**src/rtl/seq_multiplier.sv**
```systemverilog
// Unsigned shift-add multiplier: one partial product per clock, valid/ready on both sides.
// Optional early termination when the remaining multiplier bits are all zero: define SEQ_MULT_EARLY_TERM_EN.
module seq_multiplier #(
   parameter int WIDTH = 3
) (
   input  logic               clk,
   input  logic               rst_n,
   input  logic               in_valid,
   output logic               in_ready,
   input  logic [WIDTH-1:0]   a,
   input  logic [WIDTH-1:0]   b,
   output logic               out_valid,
   input  logic               out_ready,
   output logic [2*WIDTH-1:0] p,
   output logic               busy
);

   localparam int PW = 2 * WIDTH;
   localparam int CW = $clog2(WIDTH);
   localparam logic [CW-1:0] LAST = CW'(WIDTH - 1);

   typedef enum logic [1:0] {
      IDLE,
      CALC,
      DONE
   } state_t;

   state_t            state;
   state_t            state_nxt;
   logic [PW-1:0]     mcand;
   logic [PW-1:0]     acc;
   logic [PW-1:0]     acc_sum;
   logic [WIDTH-1:0]  mplier;
   logic [CW-1:0]     cnt;
   logic              accept;
   logic              calc_done;

   assign accept  = in_valid && in_ready;
   assign acc_sum = mplier[0] ? (acc + mcand) : acc;

   // With early termination, an exhausted multiplier ends the pass; acc_sum equals acc then.
`ifdef SEQ_MULT_EARLY_TERM_EN
   assign calc_done = (cnt == LAST) || (mplier == '0);
`else
   assign calc_done = (cnt == LAST);
`endif

   always_ff @(posedge clk or negedge rst_n) begin
      if (!rst_n) begin
         state <= IDLE;
      end else begin
         state <= state_nxt;
      end
   end

   always_comb begin
      state_nxt = state;
      in_ready  = 1'b0;
      busy      = 1'b0;
      case (state)
         IDLE: begin
            in_ready = 1'b1;
            if (accept) begin
               state_nxt = CALC;
            end
         end
         CALC: begin
            busy = 1'b1;
            if (calc_done) begin
               state_nxt = DONE;
            end
         end
         DONE: begin
            busy = 1'b1;
            if (out_valid && out_ready) begin
               state_nxt = IDLE;
            end
         end
         default: begin
            state_nxt = IDLE;
         end
      endcase
   end

   // The final add lands in p directly, so the product is ready the same edge CALC ends.
   always_ff @(posedge clk or negedge rst_n) begin
      if (!rst_n) begin
         mcand     <= '0;
         mplier    <= '0;
         acc       <= '0;
         cnt       <= '0;
         p         <= '0;
         out_valid <= 1'b0;
      end else begin
         case (state)
            IDLE: begin
               if (accept) begin
                  mcand  <= {{WIDTH{1'b0}}, a};
                  mplier <= b;
                  acc    <= '0;
                  cnt    <= '0;
               end
            end
            CALC: begin
               acc    <= acc_sum;
               mcand  <= mcand << 1;
               mplier <= mplier >> 1;
               cnt    <= cnt + 1'b1;
               if (calc_done) begin
                  p         <= acc_sum;
                  out_valid <= 1'b1;
               end
            end
            DONE: begin
               if (out_ready) begin
                  out_valid <= 1'b0;
               end
            end
            default: begin
               out_valid <= 1'b0;
            end
         endcase
      end
   end

endmodule

```
**config.mk**
```make
export PLATFORM = sky130hd
export DESIGN_NAME = seq_multiplier
export DESIGN_NICKNAME = d
export VERILOG_FILES = /design/src/rtl/seq_multiplier.sv
export SDC_FILE = /design/constraint.sdc
export NUM_CORES = 1
export LEC_CHECK = 0
export ABC_CLOCK_PERIOD_IN_PS = 3200
export CORE_MARGIN = 10
export CORE_UTILIZATION = 58
export DETAILED_ROUTE_END_ITERATION = 6
export GPL_TIMING_DRIVEN = 0
export PLACE_DENSITY = 0.83
export SLEW_MARGIN = 0
export SYNTH_ARGS = -nofsm -noshare
export SYNTH_HDL_FRONTEND = slang
export SYNTH_SLANG_ARGS = --single-unit
export TNS_END_PERCENT = 1
```
**constraint.sdc**
```tcl
create_clock -name clk -period 3.2 [get_ports clk]
set_input_delay 0.64 -clock clk [delete_from_list [all_inputs] [get_ports clk]]
set_output_delay 0.64 -clock clk [all_outputs]
set_load 0.01 [all_outputs]
```
Word-level counts from Yosys, hierarchy flattened
Cells that the tools add are included.
- bitwise operators: 1
- equality and inequality tests: 7
- multipliers: 0
- order comparisons: 0
- muxes and demuxes: 18
- reductions and logical operators: 9
- shift-type cells: 0
- add/sub/neg operators: 2
- divide/modulo/power cells: 0
- operators with widths (operator ; number):
    one-hot mux 6 bit (2 select lines) ; 2
    two-way mux 6 bit ; 3
    two-way mux 2 bit ; 4
    != test 2 bit (second input constant) ; 4
    adder 6 bit ; 1
    one-hot mux 2 bit (3 select lines) ; 1
    one-hot mux 3 bit (2 select lines) ; 1
    AND reduction 3 bit ; 2
    == test 2 bit (second input constant) ; 2
    two-way mux 1 bit ; 4
    one-hot mux 2 bit (2 select lines) ; 1
    AND reduction 2 bit ; 2
    two-way mux 3 bit ; 1
    one-hot mux 1 bit (3 select lines) ; 1
    adder 2 x 1 -> 2 bit (second input constant) ; 1
    == test 2 x 1 -> 1 bit (second input constant) ; 1
    logical AND 1 bit ; 2
    zero test 2 bit ; 1
    nonzero test 2 bit ; 1
    OR reduction 2 bit ; 1
    NOT 1 bit ; 1
- bits of input ports: 10
- register bits after elaboration: 26
- word-level logic and storage cells: 44
- ROM bits: 0
- memories kept: 0
- output and inout port bits: 9
- bits in writable memories: 0
- latch bits: 0

Longest topological paths before layout
- depth in word-level cells: 5
- mapped depth: 7
- mapped depth without buffers: 7

Least setup slack after synthesis
OpenSTA, ideal clock, no wires.
- path type: flip-flop to flip-flop
- start: register mcand[0]
- end: register p[4]
- period minus slack after synthesis: 1.857 ns
- buffers on the path: 0
- setup time: 0.123 ns
- cell stages (with the launch flop): 8
- data required time: 3.077 ns
- slack: 1.343 ns
- arrival time: 1.734 ns
- path through: dfrtp_1 > ha_1 > fa_1 > a21o_2 > a21oi_1 > xnor2_1 > a211oi_1 > nor2_1
- longest elaborated chain between the ends: 2
- ends and longest elaborated chain (item ; RTL line ; source):
    start, declared ; 30 ; logic [PW-1:0] mcand;
    start signal, assigned ; 98 ; mcand <= {{WIDTH{1'b0}}, a};
    start signal, assigned ; 106 ; mcand <= mcand << 1;
    adder 6 bit ; 39 ; assign acc_sum = mplier[0] ? (acc + mcand) : acc;
    two-way mux 6 bit ; 39 ;
    end signal, assigned ; 110 ; p <= acc_sum;
    end, declared ; 14 ; output logic [2*WIDTH-1:0] p,
No other way between the ends.
A chain may end at the register's enable or synchronous reset.

Final worst setup path
- start: register state[0]
- end: output port in_ready
- longest elaborated chain between the ends: 2
- ends and longest elaborated chain (item ; RTL line ; source):
    start, declared ; 28 ; state_t state;
    start signal, assigned ; 52 ; state <= state_nxt;
    zero test 2 bit ; 60 ; case (state)
    two-way mux 1 bit ; 60 ;
    end, declared ; 9 ; output logic in_ready,
No other way between the ends.

==> flow_summary.toml <==
[power]
power_leakage_uw = 0.000756
ir_drop_mv = 0.756
power_density_nw_per_um2 = 1050

[sta]
fin_setup_tns_ns = 0
slew_headroom_pct = 21.0
fmax_mhz = 439
worst_pin_slew_ns = 1.18
min_period_ns = 2.28
worst_slack_ns = 0.920
rsz0062_at_grt = "false"
finalMaxSlewViolations = 0
clock_skew_ns = 0.00227
timing.final.crit_share_pct = 71.3
setup_viol = 0
hold_violations = 0

[clock_network]
cts-resized-gates = 0
cts_sinks = 26
numCtsBuffers = 3
clk_latency_ns = 0.32
root_buffer = "clkbuf_4"
ctsHoldBuffers = 0
htreeDepth = 1
clk_pin_slew_ns = 0.14
cts_tree = "yes"
clk_path_buf_depth = 2
post_cts_buffers = 0

[grt]
grt_pass1_vias = 1260
grt_overflow = 0
grt_max_degree = 27
antenna_found_initial = 0
grt_pass1_wl_um = 5750
grt.total_usage_pct = 13.6

[yosys]
synth_top_family_by_area = "compound AO/OA/AOI/OAI gates"
syn-num-nets = 178
async_flop_share_pct = 100
ys_warn_count = 0
synthTopCellsByArea = "dfrtp_1, ha_1, a21oi_1, nand2_1, o21ai_0"
synth_fa_ha_area_share_pct = 8.92
syn-cell-area_um2 = 1490
synthCells = 158
synth_top_area_share_pct = 43.7
synth_xor_area_share_pct = 2.35
yosysMostFrequentCell = "dfrtp_1"
ys_seq_area_share_pct = 43.7
synth_seq_cells = 26
yosysTopAreaCell = "dfrtp_1"
yosysUniqueCellTypes = 37
synth-simple-area-share_pct = 13.9
synth-edff-count = 0
syn_avg_cell_area_um2 = 9.42
yosys-mux-area-fraction_pct = 0
synth_common_cells = "dfrtp_1, nand2_1, a21oi_1, o21ai_0"
synth_compound_area_share_pct = 26.0
synth_ff_type = "dfrtp_1"

[final_layout]
diodes = 0
fill_cells = 197
nets = 201
layout-drive-gt1-share_pct = 8.33
fin_area_um2 = 1740
syn2layout_area_growth_pct = 17.1

[setup_path]
critPathCaptureType = "output pin"
cp_slowest_stage_delay_ns = 0.56
cp_max_fo = 5
critPathKind = "reg2out"
crit_required_ns = 2.56
critPathLaunchType = "flop"
critPathTopFamily = "buffers and inverters"
crit_chain = "inv_1 -> ha_1 -> clkdlybuf4s50_1"
slowest_stage = "clkdlybuf4s50_1"
path_buf_inv = 2
cp_data_arrival_time_ns = 1.64

[placed_design]
gp_congestion = 0.887
portBuffers = 18
dp_slack_ns = 0.970
placed_cell_area_um2 = 1710
hpwl_um = 2610

[status]
outcome = "complete, no violations"

[route]
num_vias = 1273
detail-route-antenna-nets = 0
drc = 0
firstDrtPassIters = 4
wl_um = 3400
vias_per_cell = 6.06
wl_per_cell_um = 16.2
drtIter0Drc = 94

[floorplan]
die_y_um = 70.6
rows = 18
ioPinCount = 19
dieArea_um2 = 4990
coreArea_um2 = 2450
die_w_um = 70.6
start_util_pct = 60.6

[flow_run]
cap_viol_max_count = 0

[worst_hold_path]
hp-class = "reg2reg"
## sequential cells by signal, summed over array words and instances, names as in the netlist
name	flops
acc	6
cnt	2
mcand	6
mplier	3
out_valid	1
p	6
state	2
## power by group
| part | switching [µW] | internal, µW | leakage, µW | total, µW |
|---|---|---|---|---|
| clock network | 98.5 | 69.6 | 0.0000210 | 168 |
| registers | 121 | 466 | 0.000332 | 587 |
| logic | 604 | 474 | 0.000403 | 1080 |
| total | 823 | 1010 | 0.000756 | 1830 |
## layout by cell type (no fill, tap or decap), types with 2 or more instances in the layout
master,n
dfrtp_1,26
nand2_1,21
a21oi_1,20
clkdlybuf4s50_1,18
o21ai_0,14
o22ai_1,9
ha_1,9
inv_1,8
clkbuf_1,5
nor2b_1,4
nor2_1,4
a31oi_1,4
xnor2_1,3
a32o_1,3
clkbuf_4,3
buf_6,2
o21ai_1,2
and3_1,2
nand3_1,2
## worst register-to-register path: cells and delay by family (launching register included)
kind / cells / cell delay, ns
adder cells (fa/ha/maj): 2 / 0.72
AO/OA/AOI/OAI: 3 / 0.71
flip-flops: 1 / 0.45
XOR/XNOR: 1 / 0.11
AND/OR/NAND/NOR: 1 / 0.08
## cell type report
cell class	instances	area (µm²)	area share, %
multi-input cells	116	761	43.7
well taps	30	37.5	2.16
inverters	8	30.0	1.72
clock buffers	4	36.3	2.08
flip-flops and latches	26	651	37.4
repair buffers	18	180	10.3
plain buffers	8	46.3	2.66
## metrics by stage
| step | util, % | power, µW | std cells | hold WS (ns) |
|---|---|---|---|---|
| final | 70.9 | 1830 | 210 | 0.495 |
| after global routing | 70.9 | 2000 | 210 | 0.524 |
| after CTS | 70.9 | 1840 | 210 | 0.503 |
| after detailed placement | 69.5 | 1670 | 206 | 0.471 |
| after global placement | 69.5 | 1610 | 206 | 0.462 |
| after floorplan | - | 1340 | 158 | 0.344 |
## kinds of logic after synthesis
logic type / count (synthesis)
AO/OA/AOI/OAI: 62
AND/OR/NAND/NOR: 40
flip-flops: 26
buffers and inverters: 16
adder cells (fa/ha/maj): 10
XOR/XNOR: 4
## path summary, 6_finish.rpt
kind	endpoint	cells after the start	startpoint	slack, ns
setup / recovery	in_ready	3	state[0]	0.92
hold / removal	p[0]	2	p[0]	0.49
setup reg to reg	p[4]	7	mcand[0]	1.04
hold reg to reg	p[0]	2	p[0]	0.49
max in group asynchronous	p[1]	1	rst_n	1.58
min in group asynchronous	p[3]	1	rst_n	0.92
## metal layers
layer / track usage [%] / vias to the layer above / wire length, µm / share of wire, %
met1: 16.0 / 615 / 1480 / 44
li1: - / 621 / - / -
met2: 23.2 / 29 / 1700 / 50
met5: 0 / - / 0 / 0
met4: 5.38 / 0 / 67 / 2.0
met3: 3.49 / 8 / 151 / 4.4
Note: power is estimated with default switching activity, not from simulation.
==> RTL edit (config.mk and constraints unchanged) <==
The 3 states of `state_t` get a one-hot encoding in 3 bits.
--- a/src/rtl/seq_multiplier.sv
+++ b/src/rtl/seq_multiplier.sv
@@ -21,6 +21,6 @@
 
-   typedef enum logic [1:0] {
-      IDLE,
-      CALC,
-      DONE
+   typedef enum logic [2:0] {
+      IDLE = 3'b001,
+      CALC = 3'b010,
+      DONE = 3'b100
    } state_t;
Formal check against the unedited RTL: same outputs for any inputs over 10 cycles, from zero or initial values and one cycle with rst_n low; not proved beyond that.
==> RTL edit against the original RTL <==
Clock power is 11% lower; total power is 24% lower; sequential cell count is 1 higher; count of clock-buffer cells in the layout is 1 lower; area after synthesis is 2.4% lower; clock skew is 0.0042 ns higher; cell area is 2.6% lower; sequential share of layout area is 2.5 points higher; sequential power is 3.9% lower; first-iteration DRC count is 39% lower; wire length is 15% lower; via count is 11% lower; maximum frequency is 10% lower; setup slack worse by 0.26 ns.
==> RTL edit: results (changes against the original RTL) <==
- Placed cells: 189 (-8.3%)
- Net Sw Frac: 39.66% (-5.2 points)
- Initial antenna violation count: 0 (unchanged)
- Biggest regs: acc: 6 flops, mcand: 6 flops, p: 6 flops
- Root Buffer: clkbuf_4
- Hold Crit Depth: 2 (unchanged)
- DP HPWL: 2.214 mm (-15%)
- Gr usage total: 11.72% (-1.9 points)
- Syn Inst Count: 141 (-11%)
- Pin count of the biggest net entering global routing: 28 (+3.7%)
- Hold Path Class: reg -> reg
- Post-cts sizing count: 0 (unchanged)
- Warnings, synthesis: 0 (unchanged)
- Vias per cell: 5.870 (-3.2%)
- PortBufs: 18 (unchanged)
- First-pass GRT wire length: 4.912 mm (-15%)
- Max FO, Critical Path: 7 (+2)
- Critical path's slowest cell: dfstp_2
- Adder-Cell Fraction of Synth Area: 6.552% (-2.4 points)
- Worst-path clk slew: about 0.15 ns
- Mux cell area share after synthesis: 5.517% (+5.5 points)
- Antenna Diode Count: 0 (unchanged)
- Ys async rst share: 100.0% (unchanged)
- Peak supply drop: 0.5655 mV (-25%)
- Post-CTS Setup Repair Bufs: 0 (unchanged)
- Post-DR wirelength/cell: 15.06 µm (-7.1%)
- Synth cell count leaders: 26 x dfrtp_1, 24 x nand2_1, 15 x o21ai_0, 8 x a21oi_1, 8 x mux2i_1
- Status: completed
- WP data arrival: 1.90 ns (+0.26 ns)
- Worst Tran Pin Value: 1.207 ns (+0.02497 ns)
- CP peak stage delay: 0.61 ns (+0.05 ns)
- Register area share after synthesis: 46.64% (+2.9 points)
- DRT Pass-1 Iters: 4 (unchanged)
- Vias in the first global route: 1094 (-13%)
- Top cells by area, synth: dfrtp_1 45%, nand2_1 6.2%, mux2i_1 5.5%
- Syn Nets: 158 (-11%)
- Compound-Gate Fraction of Synth Area: 16.98% (-9.0 points)
- Worst clock skew: 0.006485 ns (+0.004219 ns)
- Layout Nets: 181 (-10%)
- Synth Area in XOR/XNOR: 2.414% (+0.059 points)
- RD Place Congestion: 0.8952 (+0.98%)
- Leak Pwr: 0.0007690 µW (+1.7%)
- Fillers: 183 (-7.1%)
- WL final: 2.906 mm (-15%)
- CTS H-tree lvls: 1 (unchanged)
- Iteration-0 DRC Markers: 57 (-39%)
- Cell variety after synth: 38 (+2.7%)
- Share of cells above drive strength 1: 11.04% (+2.7 points)
-- RTL edit: changes by cell type in the layout (fill, tap and decap cells not counted), moves of 3 or more --
cell / unedited run / this run
a21oi_1: 20 / 8
o22ai_1: 9 / 0
mux2i_1: 0 / 8
inv_1: 8 / 2
nand3_1: 2 / 7
clkbuf_1: 5 / 1
nor2b_1: 4 / 0
a31oi_1: 4 / 1
ha_1: 9 / 6
nand2_1: 21 / 24
-- RTL edit: critical path, delay by kind of cell, from the launching register on --
family / cells / cell delay (ns)
and+or+nand+nor: 1 / 0.35
DFF: 1 / 0.61
buffers and inverters: 1 / 0.61
-- RTL edit: path summary, 6_finish.rpt --
| check | from | end | slack (ns) |
|---|---|---|---|
| max in group asynchronous | rst_n | mcand[4] | 1.55 |
| max | state[0] | in_ready | 0.66 |
| min in group asynchronous | rst_n | acc[5] | 0.93 |
| min | p[0] | p[0] | 0.50 |
| min reg2reg | p[0] | p[0] | 0.50 |
| max reg2reg | mcand[0] | p[4] | 1.27 |
-- RTL edit: power by group through the flow --
stage | logic (µW) | registers, µW | clock network, µW
floorplan | 474 | 561 | 0
global route | 751 | 583 | 167
detailed placement | 679 | 570 | 0
finish | 678 | 564 | 150
CTS | 683 | 564 | 151
global placement | 656 | 564 | 0
-- RTL edit: kinds of logic after synthesis --
family	count (synthesis)
AO/OA/AOI/OAI	39
XOR/XNOR	4
adder cells (fa/ha/maj)	7
buffers and inverters	9
flip-flops	27
multiplexers	8
AND/OR/NAND/NOR	47
-- RTL edit: cell type report --
class,instances,area [µm²],share of cell area [%]
plain buffers,7,55.05,3.245
inverters,2,7.507,0.4425
multi-input cells,105,711.9,41.96
well taps,30,37.54,2.212
clock inverters,1,5.005,0.2950
clock buffers,3,22.52,1.327
flip-flops and latches,27,676.9,39.90
repair buffers,18,180.2,10.62
-- RTL edit: metrics by stage --
| stage | power [µW] | worst slack, ns | util [%] | cell area, µm² |
|---|---|---|---|---|
| after floorplan | 1034 | 1.431 | - | 1451 |
| after global placement | 1220 | 1.040 | 68.62 | 1669 |
| after detailed placement | 1249 | 1.052 | 68.62 | 1669 |
| after CTS | 1398 | 0.6595 | 69.75 | 1697 |
| after global routing | 1501 | 0.5751 | 69.75 | 1697 |
| final | 1392 | 0.6583 | 69.75 | 1697 |
-- RTL edit: layer usage --
| metal | routed length (µm) | share of wire, % | global-route usage (%) | vias to the layer above |
|---|---|---|---|---|
| met2 | 1350 | 46 | 18.83 | 36 |
| met3 | 189 | 6.5 | 3.249 | 10 |
| met4 | 80 | 2.8 | 5.263 | 0 |
| met5 | 0 | 0 | 0 | - |
| li1 | - | - | - | 551 |
| met1 | 1285 | 44 | 14.15 | 536 |
